## src/rtl/sevenseg_pkg.sv

```systemverilog
// Shared constants for the seven-segment scanner: hex glyphs, blank code, index width helper.
package sevenseg_pkg;

    localparam logic [7:0] SEG_BLANK = 8'hFF;

    // abcdefg, active-low, indexed by nibble value
    localparam logic [6:0] HEX_SEG [16] = '{
        7'b0000001, 7'b1001111, 7'b0010010, 7'b0000110,
        7'b1001100, 7'b0100100, 7'b0100000, 7'b0001111,
        7'b0000000, 7'b0001100, 7'b0001000, 7'b1100000,
        7'b1110010, 7'b1000010, 7'b0110000, 7'b0111000
    };

    function automatic int idx_width(input int n);
        return (n > 1) ? $clog2(n) : 1;
    endfunction

endpackage

```

## src/rtl/sevenseg_scan_ctrl_hex_lut.sv

```systemverilog
// Combinational nibble to abcdefg (active-low) segment decoder.
module seg7_hex_lut
    import sevenseg_pkg::*;
(
    input  logic [3:0] nibble,
    output logic [6:0] seg_abcdefg
);

    always_comb begin
        seg_abcdefg = HEX_SEG[nibble];
    end

endmodule

```

## src/rtl/sevenseg_scan_ctrl.sv

```systemverilog
// Multiplexed seven-segment scanner with frame-synchronous update buffering,
// per-digit blank/dp, leading-zero suppression and PWM dimming; outputs registered.
module sevenseg_scan_ctrl
    import sevenseg_pkg::*;
#(
    parameter int DIGITS   = 8,
    parameter int CLK_DIV  = 5000,
    parameter int PWM_BITS = 4
) (
    input  logic                  clk,
    input  logic                  rst,
    input  logic [4*DIGITS-1:0]   dig,
    input  logic                  dig_valid,
    input  logic [DIGITS-1:0]     blank_mask,
    input  logic [DIGITS-1:0]     dp_mask,
    input  logic                  lz_en,
    input  logic [PWM_BITS-1:0]   brightness,
    output logic [DIGITS-1:0]     AN,
    output logic [7:0]            SEG,
    output logic                  frame_start
);

    localparam int IW = idx_width(DIGITS);
    localparam int CW = idx_width(CLK_DIV);
    localparam logic [CW-1:0] CNT_MAX = CW'(CLK_DIV - 1);
    localparam logic [IW-1:0] IDX_MAX = IW'(DIGITS - 1);

    logic [CW-1:0]         cnt_q, cnt_d;
    logic [IW-1:0]         idx_q, idx_d;
    logic [PWM_BITS-1:0]   pwm_q, pwm_d;

    logic [4*DIGITS-1:0]   pend_dig_q, pend_dig_d, act_dig_q, act_dig_d;
    logic [DIGITS-1:0]     pend_blank_q, pend_blank_d, act_blank_q, act_blank_d;
    logic [DIGITS-1:0]     pend_dp_q, pend_dp_d, act_dp_q, act_dp_d;
    logic                  pend_lz_q, pend_lz_d, act_lz_q, act_lz_d;
    logic                  pend_vld_q, pend_vld_d;

    logic                  wrap_q, wrap_d;
    logic [DIGITS-1:0]     an_q, an_d;
    logic [7:0]            seg_q, seg_d;
    logic                  fs_q, fs_d;

    logic                  slot_tick;
    logic                  boundary;
    logic [DIGITS-1:0]     lz_sup;
    logic                  lz_run;
    logic [3:0]            cur_nibble;
    logic [6:0]            cur_glyph;
    logic                  visible;
    logic                  pwm_on;

    seg7_hex_lut u_lut (
        .nibble      (cur_nibble),
        .seg_abcdefg (cur_glyph)
    );

    always_comb begin
        slot_tick = (cnt_q == CNT_MAX);
        boundary  = slot_tick && (idx_q == IDX_MAX);

        cnt_d = slot_tick ? '0 : cnt_q + 1'b1;
        idx_d = idx_q;
        if (slot_tick) begin
            idx_d = (idx_q == IDX_MAX) ? '0 : idx_q + 1'b1;
        end
        pwm_d = pwm_q + 1'b1;

        // Boundary takes the old pending set; a coincident strobe refills pending.
        act_dig_d    = act_dig_q;
        act_blank_d  = act_blank_q;
        act_dp_d     = act_dp_q;
        act_lz_d     = act_lz_q;
        pend_dig_d   = pend_dig_q;
        pend_blank_d = pend_blank_q;
        pend_dp_d    = pend_dp_q;
        pend_lz_d    = pend_lz_q;
        pend_vld_d   = pend_vld_q;
        if (boundary && pend_vld_q) begin
            act_dig_d   = pend_dig_q;
            act_blank_d = pend_blank_q;
            act_dp_d    = pend_dp_q;
            act_lz_d    = pend_lz_q;
            pend_vld_d  = 1'b0;
        end
        if (dig_valid) begin
            pend_dig_d   = dig;
            pend_blank_d = blank_mask;
            pend_dp_d    = dp_mask;
            pend_lz_d    = lz_en;
            pend_vld_d   = 1'b1;
        end

        // Zeros from the top digit down stay dark until the first nonzero nibble.
        lz_sup = '0;
        lz_run = act_lz_q;
        for (int i = DIGITS - 1; i >= 1; i--) begin
            lz_run    = lz_run & (act_dig_q[4*i +: 4] == 4'h0);
            lz_sup[i] = lz_run;
        end

        cur_nibble = act_dig_q[{idx_q, 2'b00} +: 4];
        visible    = ~act_blank_q[idx_q] & ~lz_sup[idx_q];
        pwm_on     = (pwm_q <= brightness);

        an_d  = '1;
        seg_d = SEG_BLANK;
        if (visible && pwm_on) begin
            an_d  = ~(DIGITS'(1) << idx_q);
            seg_d = {cur_glyph, ~act_dp_q[idx_q]};
        end

        wrap_d = boundary;
        fs_d   = wrap_q;
    end

    always_ff @(posedge clk or posedge rst) begin
        if (rst) begin
            cnt_q        <= '0;
            idx_q        <= '0;
            pwm_q        <= '0;
            pend_dig_q   <= '0;
            pend_blank_q <= '1;
            pend_dp_q    <= '0;
            pend_lz_q    <= 1'b0;
            pend_vld_q   <= 1'b0;
            act_dig_q    <= '0;
            act_blank_q  <= '1;
            act_dp_q     <= '0;
            act_lz_q     <= 1'b0;
            wrap_q       <= 1'b0;
            an_q         <= '1;
            seg_q        <= SEG_BLANK;
            fs_q         <= 1'b0;
        end else begin
            cnt_q        <= cnt_d;
            idx_q        <= idx_d;
            pwm_q        <= pwm_d;
            pend_dig_q   <= pend_dig_d;
            pend_blank_q <= pend_blank_d;
            pend_dp_q    <= pend_dp_d;
            pend_lz_q    <= pend_lz_d;
            pend_vld_q   <= pend_vld_d;
            act_dig_q    <= act_dig_d;
            act_blank_q  <= act_blank_d;
            act_dp_q     <= act_dp_d;
            act_lz_q     <= act_lz_d;
            wrap_q       <= wrap_d;
            an_q         <= an_d;
            seg_q        <= seg_d;
            fs_q         <= fs_d;
        end
    end

    assign AN          = an_q;
    assign SEG         = seg_q;
    assign frame_start = fs_q;

endmodule

```

## config.mk

```make
export PLATFORM = sky130hd
export DESIGN_NAME = sevenseg_scan_ctrl
export DESIGN_NICKNAME = d
export VERILOG_FILES = /design/src/rtl/sevenseg_pkg.sv /design/src/rtl/sevenseg_scan_ctrl_hex_lut.sv /design/src/rtl/sevenseg_scan_ctrl.sv
export SDC_FILE = /design/constraint.sdc
export NUM_CORES = 1
export LEC_CHECK = 0
export BUFFER_PORTS_ARGS = -buffer_cell sky130_fd_sc_hd__buf_4
export CAP_MARGIN = 20
export CORE_MARGIN = 2
export CORE_UTILIZATION = 25
export DETAILED_ROUTE_END_ITERATION = 8
export GPL_ROUTABILITY_DRIVEN = 0
export SLEW_MARGIN = 0
export SYNTH_ARGS = -nofsm -noshare
export SYNTH_HDL_FRONTEND = slang
export SYNTH_SLANG_ARGS = --single-unit
```

## constraint.sdc

```tcl
create_clock -name clk -period 4 [get_ports clk]
set_input_delay 0.2 -clock clk [delete_from_list [all_inputs] [get_ports clk]]
set_output_delay 0.2 -clock clk [all_outputs]
set_load 0.005 [all_outputs]
```

==> results.toml <==
[status]
status = "finished with violations"
violations = "hold timing"

[timing]
skew_ns = 0.008167
fin_setup_tns_ns = 0
period_minus_slack_ns = 2.789
layout_setup_ws_ns = 1.211
timing.final.crit_share_pct = 69.72
fmax_ghz = 0.3586
final_max_slew_viol_count = 0
hold-worst-slack_ns = -0.02952
hold_viol_final = 16
rsz0062_at_grt = "false"
worst_pin_slew_ns = 0.8773
setup_violations = 0
slew_headroom_pct = 39.84

[critical_path]
crit_path_cell_trace = "nor4_1 > nand3_1 > nor3_2 > nand2_1 > inv_2 > nand2_2 > buf_4 > mux2_2"
critPathArrivalTime_ns = 3.09
crit_type = "register to register"
critPathRequiredTime_ns = 4.30
crit_path_top_delay_cell = "nor3_2"
start_kind = "register"
endpoint_kind = "register"
critPathMaxFanout = 49
cpPeakStageDelay_ns = 0.73

[power]
internal_power_w = 0.002575
switching_power_w = 0.0006733
powerDensity_nw_per_um2 = 421.8
peakVddDrop_uv = 278.8
leakage_nw = 3.467
clkPwrFrac_pct = 49.3
pwr-share-comb_pct = 5.1
pwr-share-seq_pct = 45.6
p_sw_share_pct = 20.73

[cts]
h-tree-depth = 4
clk_pin_slew_ns = 0.06
cts_resized = 0
cts-root-buf = "clkbuf_16"
clk_path_buf_depth = 2
clk_latency_ns = 0.42
cts_tree = "done"
cts_inserted_buffers = 17
postCtsSetupRepairBufs = 0
clock_sinks = 137
cts_hold_buffers = 25

[die]
coreArea_um2 = 23470
io_pins = 73
die_y_um = 158.5
fp-row-count = 56
die_area_um2 = 25120
dieWidth_um = 158.5
start_util_pct = 25.42

[finish]
antenna_cells = 0
final_nets = 593
area_growth_pct = 29.04
nFillCells = 2307
drive_gt1_share_pct = 48.31

[global_routing]
grt_max_degree = 75
grt_first_pass_wirelength_um = 20400
overflow = 0
antenna_found_initial = 0
grt_pass1_vias = 3805
track_usage_pct = 10.77

[synthesis]
synth-warning-count = 0
synth_cell_types = 40
ys_seq_area_share_pct = 58.13
synth-edff-count = 0
synth_area_um2 = 5967
synthArstFlopShare_pct = 100.0
avgSynthCellArea_um2 = 14.21
yosys_most_used_dff = "dfrtp_1"
ys_ff_latch = 137
netlist_instances = 420
syn_nets = 494

[route]
wl_per_cell_um = 14.85
drcViolationCount = 0
vias_per_cell = 4.217
ant_nets = 0
vias = 3589
routed_wl_um = 12640
drt_iter0_markers = 195
firstDrtPassIters = 4

[run]
drv_cap = 0

[min_path]
hold_class = "input port to asynchronous set/reset pin"

[placed_design]
hpwl_um = 9182
dpl_worst_slack_ns = 1.215
port_buffers = 72
==> worst paths after layout <==
kind	start	to	slack, ns	cells after the start
max	cnt_q[3]	act_dig_q[9]	1.21	8
min	rst	frame_start	-0.03	2
max reg2reg	cnt_q[3]	act_dig_q[9]	1.21	8
min reg2reg	fs_d	frame_start	0.40	0
max in group asynchronous	rst	act_blank_q[5]	2.99	3
min in group clk	blank_mask[1]	pend_blank_q[1]	0.02	2
==> sequential cells by signal, indices dropped and copies added (netlist names), 3 cells and up <==
name / cells
pend_blank_q: 8
pwm_q: 4
act_dig_q: 32
cnt_q: 13
pend_dig_q: 32
act_blank_q: 8
pend_dp_q: 8
act_dp_q: 8
SEG: 8
idx_q: 3
AN: 8
==> stage by stage <==
stage	power, W	hold slack, ns	instances	util [%]	instance area (µm²)
after floorplan	0.001573	0.3312	420	-	5967
after global placement	0.001647	0.3718	793	29.08	6825
after detailed placement	0.001654	0.3845	793	29.08	6825
after CTS	0.003294	0.0006115	850	32.76	7690
after global routing	0.003384	0.0009211	851	32.80	7700
final	0.003248	-0.02952	851	32.80	7700
==> critical path, delay by kind of cell (launching register included) <==
| family | cells | cell delay, ns |
|---|---|---|
| simple gates | 5 | 1.41 |
| mux | 1 | 0.36 |
| buf+inv | 2 | 0.42 |
| flops | 1 | 0.44 |
==> Yosys cell counts (2+ instances only) <==
| library cell | instances | area [µm²] |
|---|---|---|
| a211oi_1 | 3 | 22.52 |
| a21oi_1 | 7 | 35.03 |
| a22oi_1 | 2 | 15.01 |
| buf_2 | 10 | 50.05 |
| buf_6 | 2 | 22.52 |
| clkbuf_1 | 9 | 33.78 |
| dfrtp_1 | 105 | 2628 |
| dfstp_2 | 32 | 840.8 |
| ha_1 | 18 | 225.2 |
| inv_1 | 10 | 37.54 |
| mux2_2 | 90 | 1013 |
| mux2_4 | 10 | 150.1 |
| mux4_2 | 12 | 270.3 |
| nand2_1 | 22 | 82.58 |
| nand2b_1 | 3 | 18.77 |
| nand3_1 | 15 | 75.07 |
| nand4_1 | 4 | 25.02 |
| nor2_1 | 14 | 52.55 |
| nor2b_1 | 3 | 18.77 |
| nor3_1 | 2 | 10.01 |
| nor4_1 | 8 | 50.05 |
| o21ai_0 | 10 | 50.05 |
| o311ai_0 | 2 | 17.52 |
| xnor2_1 | 8 | 70.07 |
| xor2_1 | 4 | 35.03 |
==> power groups by stage <==
| stage | clock network (W) | logic, W | registers (W) |
|---|---|---|---|
| 3_3_place_gp | 0 | 0.000144 | 0.00150 |
| 2_1_floorplan | 0 | 0.0000868 | 0.00149 |
| 4_1_cts | 0.00164 | 0.000171 | 0.00148 |
| 6_report | 0.00160 | 0.000167 | 0.00148 |
| 3_5_place_dp | 0 | 0.000150 | 0.00150 |
| 5_1_grt | 0.00171 | 0.000186 | 0.00149 |
==> metal layers <==
metal,vias to the layer above,GRT usage (%),wire length [µm]
li1,1695,-,-
met1,1794,14.68,6094
met2,83,15.94,5712
met3,17,3.402,623
met4,0,4.161,205
met5,-,0,0
==> layout make-up <==
cell class              count  area (µm²)  share of cell area, %
clock inverters            11       143.9                  1.869
clock buffers              21       470.5                  6.110
well taps                 319       399.1                  5.184
inverters                  12       47.55                 0.6175
repair buffers            102       830.8                  10.79
multi-input cells         249        2340                  30.39
flip-flops and latches    137        3468                  45.04
==> placed cells by master (no fill, tap or decap), types with 2 or more instances in the layout <==
cell type      count
inv_1              9
o311ai_0           2
dlygate4sd3_1     26
xor2_1             4
a211oi_1           3
clkbuf_8           3
o21ai_0           10
nor3_1             2
nor2_1            14
ha_1              18
xnor2_1            8
nand2b_1           3
nand2_1           22
nor2b_1            3
a21oi_1            7
nand3_1           15
clkinv_2           3
dfstp_2           32
buf_4             76
mux2_2            90
mux2_4            10
dfrtp_1          105
a22oi_1            2
bufinv_16          3
clkbuf_16         17
nand4_1            4
clkinvlp_4         4
nor4_1             8
mux4_2            12
==> kinds of logic after synthesis <==
kind of cell             count (synthesis)  share of synthesized area (%)
multiplexers                           114                          24.43
AO/OA/AOI/OAI                           29                          3.062
XOR/XNOR                                12                          1.761
buffers and inverters                   34                          2.663
flip-flops                             137                          58.13
AND/OR/NAND/NOR                         76                          6.186
adder cells (fa/ha/maj)                 18                          3.774
Note: power is estimated with default switching activity, not from simulation.
